## config.mk

```make
export PLATFORM = sky130hd
export DESIGN_NAME = linebuffer_writer
export DESIGN_NICKNAME = d
export VERILOG_FILES = /design/src/rtl/linebuffer_writer.sv
export SDC_FILE = /design/constraint.sdc
export NUM_CORES = 1
export LEC_CHECK = 0
export BUFFER_PORTS_ARGS = -buffer_cell sky130_fd_sc_hd__buf_2
export CAP_MARGIN = 5
export CORE_MARGIN = 4
export CORE_UTILIZATION = 55
export DETAILED_ROUTE_END_ITERATION = 16
export GPL_TIMING_DRIVEN = 0
export PLACE_DENSITY = 0.83
export SLEW_MARGIN = 20
export SYNTH_ARGS = -nofsm -noshare
export SYNTH_HDL_FRONTEND = slang
export SYNTH_SLANG_ARGS = --single-unit
```

## constraint.sdc

```tcl
create_clock -name clk_draw -period 5.6 [get_ports clk_draw]
set_input_delay 0.84 -clock clk_draw [delete_from_list [all_inputs] [get_ports clk_draw]]
set_output_delay 0.84 -clock clk_draw [all_outputs]
set_load 0.01 [all_outputs]
```

## src/rtl/linebuffer_writer.sv

```systemverilog
// Draw-side line buffer write initiator: coalesces single-pixel writes into 128-bit
// word writes with byte enables, plus a full-line clear sequencer.
module linebuffer_writer #(
   parameter logic [7:0] CLEAR_COLOUR   = 8'h00,
   parameter logic [7:0] TRANSPARENT    = 8'h00,
   parameter bit         TRANSPARENT_EN = 1'b1
) (
   input  logic         clk_draw,
   input  logic         rst_draw_n,
   input  logic         clear_start,
   output logic         busy,
   input  logic         in_valid,
   output logic         in_ready,
   input  logic [10:0]  in_x,
   input  logic [7:0]   in_colour,
   input  logic         in_last,
   output logic [6:0]   addr_draw,
   output logic [15:0]  we_draw,
   output logic [127:0] colour_draw
);

   typedef enum logic [0:0] {StRun, StClear} state_e;

   state_e         state_q, state_d;
   logic [6:0]     cnt_q, cnt_d;
   logic [6:0]     hold_addr_q, hold_addr_d;
   logic [127:0]   hold_data_q, hold_data_d;
   logic [15:0]    hold_mask_q, hold_mask_d;
   logic           hold_valid_q, hold_valid_d;
   logic           pend_q, pend_d;
   logic [6:0]     addr_q, addr_d;
   logic [15:0]    we_q, we_d;
   logic [127:0]   colour_q, colour_d;
   logic           busy_q, busy_d;
   logic           ready_q, ready_d;

   logic           opaque, same;
   logic [127:0]   merge_data;
   logic [15:0]    merge_mask;
   logic           emit;
   logic [6:0]     emit_addr;
   logic [127:0]   emit_data;
   logic [15:0]    emit_mask;

   always_comb begin
      state_d      = state_q;
      cnt_d        = cnt_q;
      hold_addr_d  = hold_addr_q;
      hold_data_d  = hold_data_q;
      hold_mask_d  = hold_mask_q;
      hold_valid_d = hold_valid_q;
      pend_d       = pend_q;
      addr_d       = addr_q;
      we_d         = '0;
      colour_d     = colour_q;
      busy_d       = busy_q;
      ready_d      = ready_q;
      emit         = 1'b0;
      emit_addr    = hold_addr_q;
      emit_data    = hold_data_q;
      emit_mask    = hold_mask_q;

      opaque = !(TRANSPARENT_EN && (in_colour == TRANSPARENT));
      same   = hold_valid_q && (in_x[10:4] == hold_addr_q);
      // A pixel starting a new word begins from a zeroed word, not stale hold data.
      merge_data = same ? hold_data_q : '0;
      merge_mask = same ? hold_mask_q : '0;
      if (opaque) begin
         merge_data[{in_x[3:0], 3'b000} +: 8] = in_colour;
         merge_mask[in_x[3:0]]                = 1'b1;
      end

      unique case (state_q)
         StRun: begin
            if (clear_start) begin
               state_d      = StClear;
               cnt_d        = '0;
               hold_valid_d = 1'b0;
               hold_mask_d  = '0;
               pend_d       = 1'b0;
               busy_d       = 1'b1;
               ready_d      = 1'b0;
               addr_d       = '0;
               we_d         = '1;
               colour_d     = {16{CLEAR_COLOUR}};
            end else if (pend_q) begin
               // Second half of an in_last double emit: flush the reloaded word.
               emit         = 1'b1;
               hold_valid_d = 1'b0;
               hold_mask_d  = '0;
               pend_d       = 1'b0;
               ready_d      = 1'b1;
            end else if (in_valid) begin
               hold_addr_d  = in_x[10:4];
               hold_data_d  = merge_data;
               hold_mask_d  = merge_mask;
               hold_valid_d = 1'b1;
               if (hold_valid_q && !same) begin
                  emit = 1'b1;
                  if (in_last) begin
                     pend_d  = 1'b1;
                     ready_d = 1'b0;
                  end
               end else if (in_last) begin
                  emit         = 1'b1;
                  emit_addr    = in_x[10:4];
                  emit_data    = merge_data;
                  emit_mask    = merge_mask;
                  hold_valid_d = 1'b0;
                  hold_mask_d  = '0;
               end
            end
         end
         StClear: begin
            if (cnt_q == 7'd127) begin
               state_d = StRun;
               busy_d  = 1'b0;
               ready_d = 1'b1;
            end else begin
               cnt_d    = cnt_q + 7'd1;
               addr_d   = cnt_q + 7'd1;
               we_d     = '1;
               colour_d = {16{CLEAR_COLOUR}};
            end
         end
         default: state_d = StRun;
      endcase

      // Words with no enabled bytes are dropped without touching the outputs.
      if (emit && (|emit_mask)) begin
         addr_d   = emit_addr;
         we_d     = emit_mask;
         colour_d = emit_data;
      end
   end

   always_ff @(posedge clk_draw or negedge rst_draw_n) begin
      if (!rst_draw_n) begin
         state_q      <= StRun;
         cnt_q        <= '0;
         hold_addr_q  <= '0;
         hold_data_q  <= '0;
         hold_mask_q  <= '0;
         hold_valid_q <= 1'b0;
         pend_q       <= 1'b0;
         addr_q       <= '0;
         we_q         <= '0;
         colour_q     <= '0;
         busy_q       <= 1'b0;
         ready_q      <= 1'b1;
      end else begin
         state_q      <= state_d;
         cnt_q        <= cnt_d;
         hold_addr_q  <= hold_addr_d;
         hold_data_q  <= hold_data_d;
         hold_mask_q  <= hold_mask_d;
         hold_valid_q <= hold_valid_d;
         pend_q       <= pend_d;
         addr_q       <= addr_d;
         we_q         <= we_d;
         colour_q     <= colour_d;
         busy_q       <= busy_d;
         ready_q      <= ready_d;
      end
   end

   assign in_ready    = ready_q && !clear_start;
   assign busy        = busy_q;
   assign addr_draw   = addr_q;
   assign we_draw     = we_q;
   assign colour_draw = colour_q;

endmodule

```

==> results of run 1 <==
==> cells by family (layout without fill, tap and decap cells) <==
kind of cell | Yosys count | after routing
xor+xnor | 14 | 14
buf+inv | 119 | 347
fa+ha+maj | 8 | 8
simple gates | 444 | 444
compound gates | 500 | 500
other cells | 0 | 6
mux | 4 | 4
flops | 314 | 314
==> power by group <==
group	internal, W	leakage (nW)	switching (W)
Sequential	0.00237	4.25	0.0000781
Combinational	0.000201	2.58	0.000412
Clock	0.00131	0.533	0.000909
Total	0.00387	7.36	0.00140
==> synth_stat cells (all sizes together) (3+ instances only) <==
cell and number:
dfrtp 313, ha 8, buf 49, o21ai 236, and2 31, a221oi 26, nor3 11, mux2i 4
and4 4, xor2 3, inv 7, o31ai 3, clkbuf 63, xnor2 11, a22o 51, nand3 110
a21oi 42, nand2 210, a32oi 42, nor2b 4, nor2 32, a21o 8, or3 5, nand4 7
nor4 6, a31oi 3, a22oi 77, and3 16
==> final cells by class <==
| cell class | instances | area, µm² | share of cell area [%] |
|---|---|---|---|
| Sequential cell | 314 | 7859 | 47.44 |
| Multi-Input combinational cell | 970 | 5674 | 34.25 |
| Timing Repair Buffer | 171 | 933.4 | 5.634 |
| Clock buffer | 43 | 900.9 | 5.438 |
| Buffer | 112 | 563.0 | 3.399 |
| Tap cell | 330 | 412.9 | 2.492 |
| Clock inverter | 14 | 182.7 | 1.103 |
| Inverter | 7 | 26.28 | 0.1586 |
| Antenna cell | 6 | 15.01 | 0.09063 |
==> final timing paths <==
check | end | slack (ns) | cells past startpoint
worst min-delay path | we_draw[7]$_DFF_PN0_ | 0.22 | 1
max in group asynchronous | colour_draw[100]$_DFFE_PN0P_ | 4.27 | 3
worst min register to register | hold_data_q[108]$_DFFE_PN0P_ | 0.48 | 2
min in group clk_draw | hold_data_q[108]$_DFFE_PN0P_ | 0.48 | 2
worst max register to register | colour_draw[84]$_DFFE_PN0P_ | 2.27 | 9
worst max-delay path | colour_draw[41]$_DFFE_PN0P_ | 1.73 | 12
==> routing by layer <==
layer,global-route usage [%],part of all wire (%)
met1,42.73,38
met2,48.97,46
met3,7.631,12
met4,14.15,4.7
met5,0,0
==> layout by cell type (no fill, tap or decap), types with 5 or more instances in the layout <==
| master | instances |
|---|---|
| a32oi_1 | 42 |
| clkbuf_16 | 31 |
| o21ai_1 | 74 |
| clkbuf_8 | 8 |
| xnor2_1 | 11 |
| o21ai_0 | 152 |
| clkinv_2 | 6 |
| dfrtp_1 | 313 |
| inv_1 | 7 |
| buf_8 | 6 |
| o21ai_2 | 10 |
| or3_1 | 5 |
| and3_1 | 16 |
| ha_1 | 8 |
| nand4_1 | 7 |
| nor2_1 | 32 |
| nand3_1 | 100 |
| clkbuf_1 | 64 |
| diode_2 | 6 |
| and2_1 | 31 |
| a21o_1 | 8 |
| nor3_1 | 11 |
| buf_2 | 190 |
| a22o_1 | 51 |
| a21oi_1 | 41 |
| nand2_1 | 209 |
| buf_1 | 14 |
| a221oi_1 | 26 |
| nand3_2 | 10 |
| a22oi_1 | 77 |
==> sequential cells by signal (all words and copies together), names as in the netlist, 7 cells and up <==
name         flops
cnt_q            7
we_draw         16
colour_draw    128
hold_data_q    128
hold_mask_q     16
hold_addr_q      7
addr_draw        7
==> stage by stage <==
stage                     cell area [µm²]  hold WS (ns)
after CTS                           16550        0.2395
after floorplan                     14120        0.4498
after global routing                16570        0.2552
final                               16570        0.2163
after detailed placement            15470        0.4700
after global placement              15380        0.4611
==> results_dict.tcl, run 1 <==
set metrics [dict create \
    die-height_um 168.2 \
    drc 0 \
    grt_pass1_vias 12830 \
    synth_cell_types 57 \
    power_leakage_nw 7.360 \
    pre_cts_slack_ns 1.319 \
    critPathLaunch "in_x[0]" \
    synth_area_mm2 0.01412 \
    slowest_stage "a221oi_1" \
    hpwl_um 32230 \
    fin_nets 1639 \
    htree_num_levels 1 \
    power_w 0.005271 \
    outcome "finished clean" \
    synth_fa_ha_area_share_pct 0.7088 \
    cts_root_buf "clkbuf_16" \
    min_period_over_period_pct 69.16 \
    cap_violations 0 \
    avgSynthCellArea_um2 10.07 \
    clkLatencyLatePin_ns 0.56 \
    ys_warn_count 0 \
    critical_path.cell_chain "buf_2, clkbuf_1, inv_1, ha_1, buf_1, clkbuf_1, nand4b_1, a21oi_1, and2_1, o21ai_1, a221oi_1, a21oi_1" \
    cp.buffers_inverters 5 \
    grt_first_pass_wirelength_um 71130 \
    cp_max_fo 10 \
    io_pins 177 \
    dp_cells 1904 \
    critPathCaptureType "register" \
    tightest_slew_ns 1.096 \
    crit_family "compound AO/OA/AOI/OAI gates" \
    cts_setup_buffers 0 \
    synth_mux_area_share_pct 0.2835 \
    ys.flop_type "dfrtp_1" \
    finalSetupTns_ns 0 \
    fmax_ghz 0.2582 \
    slew_headroom_pct 26.36 \
    synth_area_leader_cell "dfrtp_1" \
    yosys_register_bits 314 \
    fp-row-count 58 \
    core_mm2 0.02525 \
    area.growth.synth_to_final_pct 17.31 \
    synth-xor-area-share_pct 0.8683 \
    cts_hold_buf 0 \
    grt_max_degree 101 \
    worstSetupPathType "input port to register" \
    critical_path_required_ns 6.02 \
    die_area_mm2 0.02830 \
    ctsResizeCount 0 \
    routed_wl_um 46090 \
    setup.worst_path.start_class "input port" \
    arrival_ns 4.30 \
    start_util_pct 55.92 \
    grt_setup_unrepaired "false" \
    fin_crit_ns 3.873 \
    io_buffers 168 \
    ys_top_cells_by_area "dfrtp_1, nand2_1, o21ai_0" \
    tritoncts "done" \
    stdcell_count 1967 \
    ys_seq_area_share_pct 55.65 \
    avgViaCountPerCell 6.627 \
    firstDrtPassIters 6 \
    n_fill_cell 1976 \
    cts_buffers 31 \
    post-route-util_pct 65.60 \
    die_x_um 168.2 \
    gr-usage-all-layers_pct 31.61 \
    synth-compound-area-share_pct 23.32 \
    synth_fp_nets 1435 \
    overflow 0 \
    cts.sinks 314 \
    synthCells 1403 \
    gp_congestion 0.9845 \
    worstHoldPathType "input port to async pin" \
    netlist.area_leader.share_pct 55.46 \
    max_stage_delay_ns 0.57 \
    vias 13040 \
    clkTransAtPathRegs_ns 0.07 \
    drt_iter0_drc 1877 \
    antenna_found_initial 6 \
    fin_ws_ns 1.727 \
    drive_gt1_share_pct 18.03 \
    reg2reg_from "hold_addr_q[0]$_DFFE_PN0P_" \
    cts_buffer_depth 3 \
    final_max_slew_viol_count 0 \
    hold_violations 0 \
    async_flop_share_pct 100.0 \
    clock_skew_ns 0.01358 \
    synth_simple_gate_area_share_pct 15.00 \
    pwr_density_cell_mw_per_mm2 318.2 \
    synth_edf_count 0 \
    synth_top_family_by_area "compound AO/OA/AOI/OAI gates" \
    avgRoutedWirePerCell_um 23.43 \
    setup_viol 0 \
    max-vdd-ir-drop_mv 0.2191 \
    ant_nets 0 \
]
Power figures use the tool's default switching activity.
==> run 2, diff against run 1 <==
--- a/config.mk
+++ b/config.mk
@@ -8,10 +8,10 @@
 export BUFFER_PORTS_ARGS = -buffer_cell sky130_fd_sc_hd__buf_2
 export CAP_MARGIN = 5
 export CORE_MARGIN = 4
-export CORE_UTILIZATION = 55
+export CORE_UTILIZATION = 53
 export DETAILED_ROUTE_END_ITERATION = 16
 export GPL_TIMING_DRIVEN = 0
-export PLACE_DENSITY = 0.83
+export PLACE_DENSITY = 0.84
 export SLEW_MARGIN = 20
 export SYNTH_ARGS = -nofsm -noshare
 export SYNTH_HDL_FRONTEND = slang
==> constraint.sdc (replaced) <==
create_clock -name clk_draw -period 3.15 [get_ports clk_draw]
set_input_delay 0.4725 -clock clk_draw [delete_from_list [all_inputs] [get_ports clk_draw]]
set_output_delay 0.4725 -clock clk_draw [all_outputs]
set_load 0.01 [all_outputs]
==> results_dict.tcl, run 2 (synthesis results as in run 1) <==
set metrics [dict create \
    outcome "finished clean" \
    cap_violations 0 \
    clock_skew_ns 0.02246 \
    hold_slack_ns 0.1965 \
    grt_first_pass_wirelength_um 71480 \
    grt_setup_unrepaired "false" \
    fin_nets 1647 \
    cp_max_fo 10 \
    clkLatencyLatePin_ns 0.52 \
    grt_pass1_vias 12800 \
    switchingPower_w 0.002532 \
    power_w 0.009699 \
    finalSetupTns_ns 0 \
    slew_headroom_pct 40.04 \
    final_max_slew_viol_count 0 \
    gr-usage-all-layers_pct 31.30 \
    avgViaCountPerCell 6.647 \
    cts.sinks 314 \
    fp-row-count 59 \
    vias 13160 \
    setup_viol 0 \
    layout_common_cells "dfrtp_1, nand2_1, buf_2" \
    routed_wl_um 46930 \
    pwr_density_cell_mw_per_mm2 577.9 \
    die_area_mm2 0.02932 \
    pre_cts_slack_ns -0.7012 \
    tightest_slew_ns 0.8994 \
    drc 0 \
    arrival_ns 3.43 \
    regArea_mm2 0.007859 \
    cts_buffers 34 \
    die-height_um 171.2 \
    worstSetupPathType "register to register" \
    p_comb_share_pct 11.4 \
    min_period_over_period_pct 96.12 \
    clkTransAtPathRegs_ns 0.06 \
    die_x_um 171.2 \
    worstHoldPathType "input port to register" \
    antenna_found_initial 7 \
    grt_max_degree 102 \
    clkPwrFrac_pct 43.7 \
    io_pins 177 \
    gp_congestion 0.9663 \
    htree_num_levels 2 \
    critical_path_required_ns 3.56 \
    post-route-util_pct 64.22 \
    core_mm2 0.02613 \
    hold_violations 0 \
    p_int_w 0.007167 \
    n_fill_cell 2067 \
    p_seq_share_pct 44.9 \
    ant_nets 0 \
    critPathCaptureType "register" \
    avgRoutedWirePerCell_um 23.70 \
    layout_commonest_cell "dfrtp_1" \
    fmax_ghz 0.3303 \
    area.growth.synth_to_final_pct 18.83 \
    power_leakage_nw 7.472 \
    cts_root_buf "clkbuf_16" \
    max-vdd-ir-drop_mv 0.4174 \
    drive_gt1_share_pct 19.02 \
    drt_iter0_drc 1917 \
    tritoncts "done" \
    cts_buffer_depth 3 \
    firstDrtPassIters 6 \
    multiInputGateArea_mm2 0.005708 \
    critPathLaunch "state_q$_DFF_PN0_" \
    setup.worst_path.start_class "register" \
    hpwl_um 32540 \
    overflow 0 \
    fin_ws_ns 0.1221 \
    switching_share_pct 26.10 \
    hold_path.startpoint "in_x[9]" \
    start_util_pct 54.04 \
    io_buffers 168 \
    fin_crit_ns 3.028 \
    reg2reg_from "state_q$_DFF_PN0_" \
]
## run 2: worst paths after layout
| path | slack [ns] | endpoint | cells past startpoint |
|---|---|---|---|
| worst min register to register | 0.48 | hold_data_q[90]$_DFFE_PN0P_ | 2 |
| worst max register to register | 0.12 | hold_data_q[77]$_DFFE_PN0P_ | 7 |
| worst min-delay path | 0.20 | hold_addr_q[5]$_DFFE_PN0P_ | 3 |
| min in group asynchronous | 0.48 | we_draw[4]$_DFF_PN0_ | 2 |
| worst max-delay path | 0.12 | hold_data_q[77]$_DFFE_PN0P_ | 7 |
| max in group asynchronous | 1.48 | colour_draw[38]$_DFFE_PN0P_ | 4 |
## run 2: power groups by stage
stage	combinational, W	sequential (W)	clock [W]
2_1_floorplan	0.000621	0.00442	0
3_3_place_gp	0.00101	0.00441	0
3_5_place_dp	0.00106	0.00441	0
4_1_cts	0.00107	0.00435	0.00424
5_1_grt	0.00120	0.00437	0.00441
6_report	0.00111	0.00435	0.00424
## run 2: final cells by class
cell class	count	area share (%)
plain buffers	111	3.355
diodes	5	0.07456
inverters	7	0.1566
multi-input cells	970	34.01
repair buffers	177	5.920
clock inverters	10	0.7829
flip-flops and latches	314	46.83
clock buffers	51	6.367
well taps	335	2.498
## run 2: what timing repair did
action	CTS	global route
endpoints found under the setup margin	153	126
pin swaps	2	1
resized for setup	4	12
setup buffers	4	1
endpoints found under the hold margin	59	0
hold buffers	1	0
## run 2: routing by layer
layer  vias to the layer above  wire length, µm  GRT usage [%]
met5                         -               28              0
met2                       985            21330          48.62
met4                         4             2595          14.98
met3                       211             5453          7.286
met1                      6371            17520          41.98
li1                       5590                -              -
## run 2: critical path, cell delays in order (launching register included)
cell and delay [ns]:
dfrtp_1 0.37, buf_2 0.20, nor4b_4 0.28, buf_4 0.19, clkbuf_1 0.54, clkbuf_1 0.61, nand2_1 0.37, o21ai_0 0.34
## run 2: per-stage QoR
| step | instances | cell area (µm²) |
|---|---|---|
| after global placement | 1906 | 15380 |
| after detailed placement | 1909 | 15470 |
| after floorplan | 1403 | 14120 |
| final | 1980 | 16780 |
| after CTS | 1974 | 16740 |
| after global routing | 1980 | 16780 |
==> run 3, diff against run 2 <==
--- a/config.mk
+++ b/config.mk
@@ -5,7 +5,7 @@
 export SDC_FILE = /design/constraint.sdc
 export NUM_CORES = 1
 export LEC_CHECK = 0
-export BUFFER_PORTS_ARGS = -buffer_cell sky130_fd_sc_hd__buf_2
+export BUFFER_PORTS_ARGS = -buffer_cell sky130_fd_sc_hd__clkbuf_2
 export CAP_MARGIN = 5
 export CORE_MARGIN = 4
 export CORE_UTILIZATION = 53
==> results_dict.tcl, run 3 (synthesis results as in run 1) <==
set metrics [dict create \
    final_max_slew_viol_count 0 \
    p_seq_share_pct 46.9 \
    p_comb_share_pct 11.9 \
    clock_skew_ns 0.02286 \
    switching_share_pct 26.97 \
    hpwl_um 32010 \
    htree_num_levels 1 \
    drc 0 \
    area.growth.synth_to_final_pct 18.06 \
    r2r_setup_slack_ns 0.15 \
    routed_wl_um 46340 \
    drt_iter0_drc 1878 \
    cp_max_fo 10 \
    switchingPower_w 0.002500 \
    grt_first_pass_wirelength_um 70720 \
    power_w 0.009271 \
    cts.sinks 314 \
    start_util_pct 54.04 \
    grt_pass1_vias 12710 \
    min_period_over_period_pct 95.31 \
    core_mm2 0.02613 \
    cts_buffers 31 \
    max-vdd-ir-drop_mv 0.3752 \
    critical_path_required_ns 3.59 \
    outcome "finished clean" \
    tritoncts "done" \
    critPathCaptureType "register" \
    drive_gt1_share_pct 19.18 \
    layout_common_cells "dfrtp_1, nand2_1, clkbuf_2" \
    io_pins 177 \
    clkPwrFrac_pct 41.2 \
    io_buffers 168 \
    avgRoutedWirePerCell_um 23.43 \
    hold_violations 0 \
    arrival_ns 3.44 \
    die_x_um 171.2 \
    die-height_um 171.2 \
    post-route-util_pct 63.80 \
    cts_buffer_depth 3 \
    p_int_w 0.006771 \
    die_area_mm2 0.02932 \
    fin_nets 1645 \
    overflow 0 \
    worstHoldPathType "input port to register" \
    tightest_slew_ns 0.8909 \
    pre_cts_slack_ns -0.7805 \
    fin_crit_ns 3.002 \
    worstSetupPathType "input port to register" \
    cap_violations 0 \
    ant_nets 0 \
    clkLatencyLatePin_ns 0.59 \
    gp_congestion 0.9622 \
    setup_viol 0 \
    setup.worst_path.start_class "input port" \
    layout_commonest_cell "dfrtp_1" \
    clkTransAtPathRegs_ns 0.06 \
    gr-usage-all-layers_pct 30.78 \
    fin_ws_ns 0.1477 \
    firstDrtPassIters 8 \
    slew_headroom_pct 40.61 \
    power_leakage_nw 7.321 \
    fmax_ghz 0.3331 \
    cts_root_buf "clkbuf_16" \
    fp-row-count 59 \
    avgViaCountPerCell 6.638 \
    vias 13130 \
    antenna_found_initial 6 \
    grt_max_degree 95 \
    pwr_density_cell_mw_per_mm2 556.1 \
]
## run 3: area by class of cell
class / count / area [µm²]
Antenna cell: 6 / 15.01
Buffer: 112 / 569.3
Clock buffer: 43 / 880.8
Clock inverter: 14 / 167.7
Fill cell: 2127 / 9460
Inverter: 7 / 26.28
Multi-Input combinational cell: 970 / 5743
Sequential cell: 314 / 7859
Tap cell: 335 / 419.2
Timing Repair Buffer: 177 / 992.2
## run 3: worst max-delay path, cell delays in order
cell and delay, ns:
clkbuf_2 0.17, clkbuf_2 0.24, inv_1 0.19, ha_1 0.17
clkbuf_1 0.39, nor2b_1 0.09, o21ai_0 0.18, a21oi_1 0.11
nor4_2 0.33, o31ai_4 0.10, buf_12 0.16, buf_6 0.16
buf_2 0.21, a221oi_1 0.41, a21oi_1 0.07
## run 3: per-stage QoR
step / std cells / hold WS (ns) / setup TNS [ns] / instance area, µm²
3_5_place_dp: 1909 / 0.4705 / -118.40 / 15470
4_1_cts: 1971 / 0.1352 / 0 / 16590
5_1_grt: 1976 / 0.1577 / -0.001600 / 16670
3_3_place_gp: 1906 / 0.4608 / -1604.66 / 15380
6_report: 1978 / 0.1431 / 0 / 16670
2_1_floorplan: 1403 / 0.1769 / 0 / 14120
## run 3: final timing paths
| path | start | to | cells past startpoint |
|---|---|---|---|
| min in group asynchronous | rst_draw_n | hold_mask_q[7]$_DFFE_PN0P_ | 2 |
| worst min-delay path | in_x[4] | hold_addr_q[0]$_DFFE_PN0P_ | 3 |
| worst max register to register | state_q$_DFF_PN0_ | hold_data_q[12]$_DFFE_PN0P_ | 7 |
| worst max-delay path | in_x[0] | colour_draw[63]$_DFFE_PN0P_ | 15 |
| max in group asynchronous | rst_draw_n | hold_data_q[86]$_DFFE_PN0P_ | 4 |
| worst min register to register | hold_data_q[90]$_DFFE_PN0P_ | hold_data_q[90]$_DFFE_PN0P_ | 2 |
## run 3: power groups by stage
stage | sequential, W | clock, W | combinational (W)
2_1_floorplan | 0.00442 | 0 | 0.000621
3_3_place_gp | 0.00441 | 0 | 0.00101
3_5_place_dp | 0.00442 | 0 | 0.00106
4_1_cts | 0.00435 | 0.00381 | 0.00107
5_1_grt | 0.00437 | 0.00399 | 0.00120
6_report | 0.00435 | 0.00382 | 0.00110
## run 3: metal layers
layer | wire [µm] | vias to the layer above | part of all wire, % | track usage (%)
met3 | 5658 | 213 | 12 | 7.630
met4 | 2624 | 4 | 5.7 | 15.19
met1 | 16940 | 6372 | 37 | 41.65
met2 | 21080 | 965 | 45 | 46.82
met5 | 28 | - | 0.060 | 0
li1 | - | 5576 | - | -
## run 3: what timing repair did
action / 4_1_cts / 5_1_grt
hold buffers: 1 / 0
hold endpoints to repair: 60 / 0
buffers inserted: 4 / 1
pin swaps: 2 / 1
gates resized for setup: 4 / 21
endpoints found under the setup margin: 141 / 148
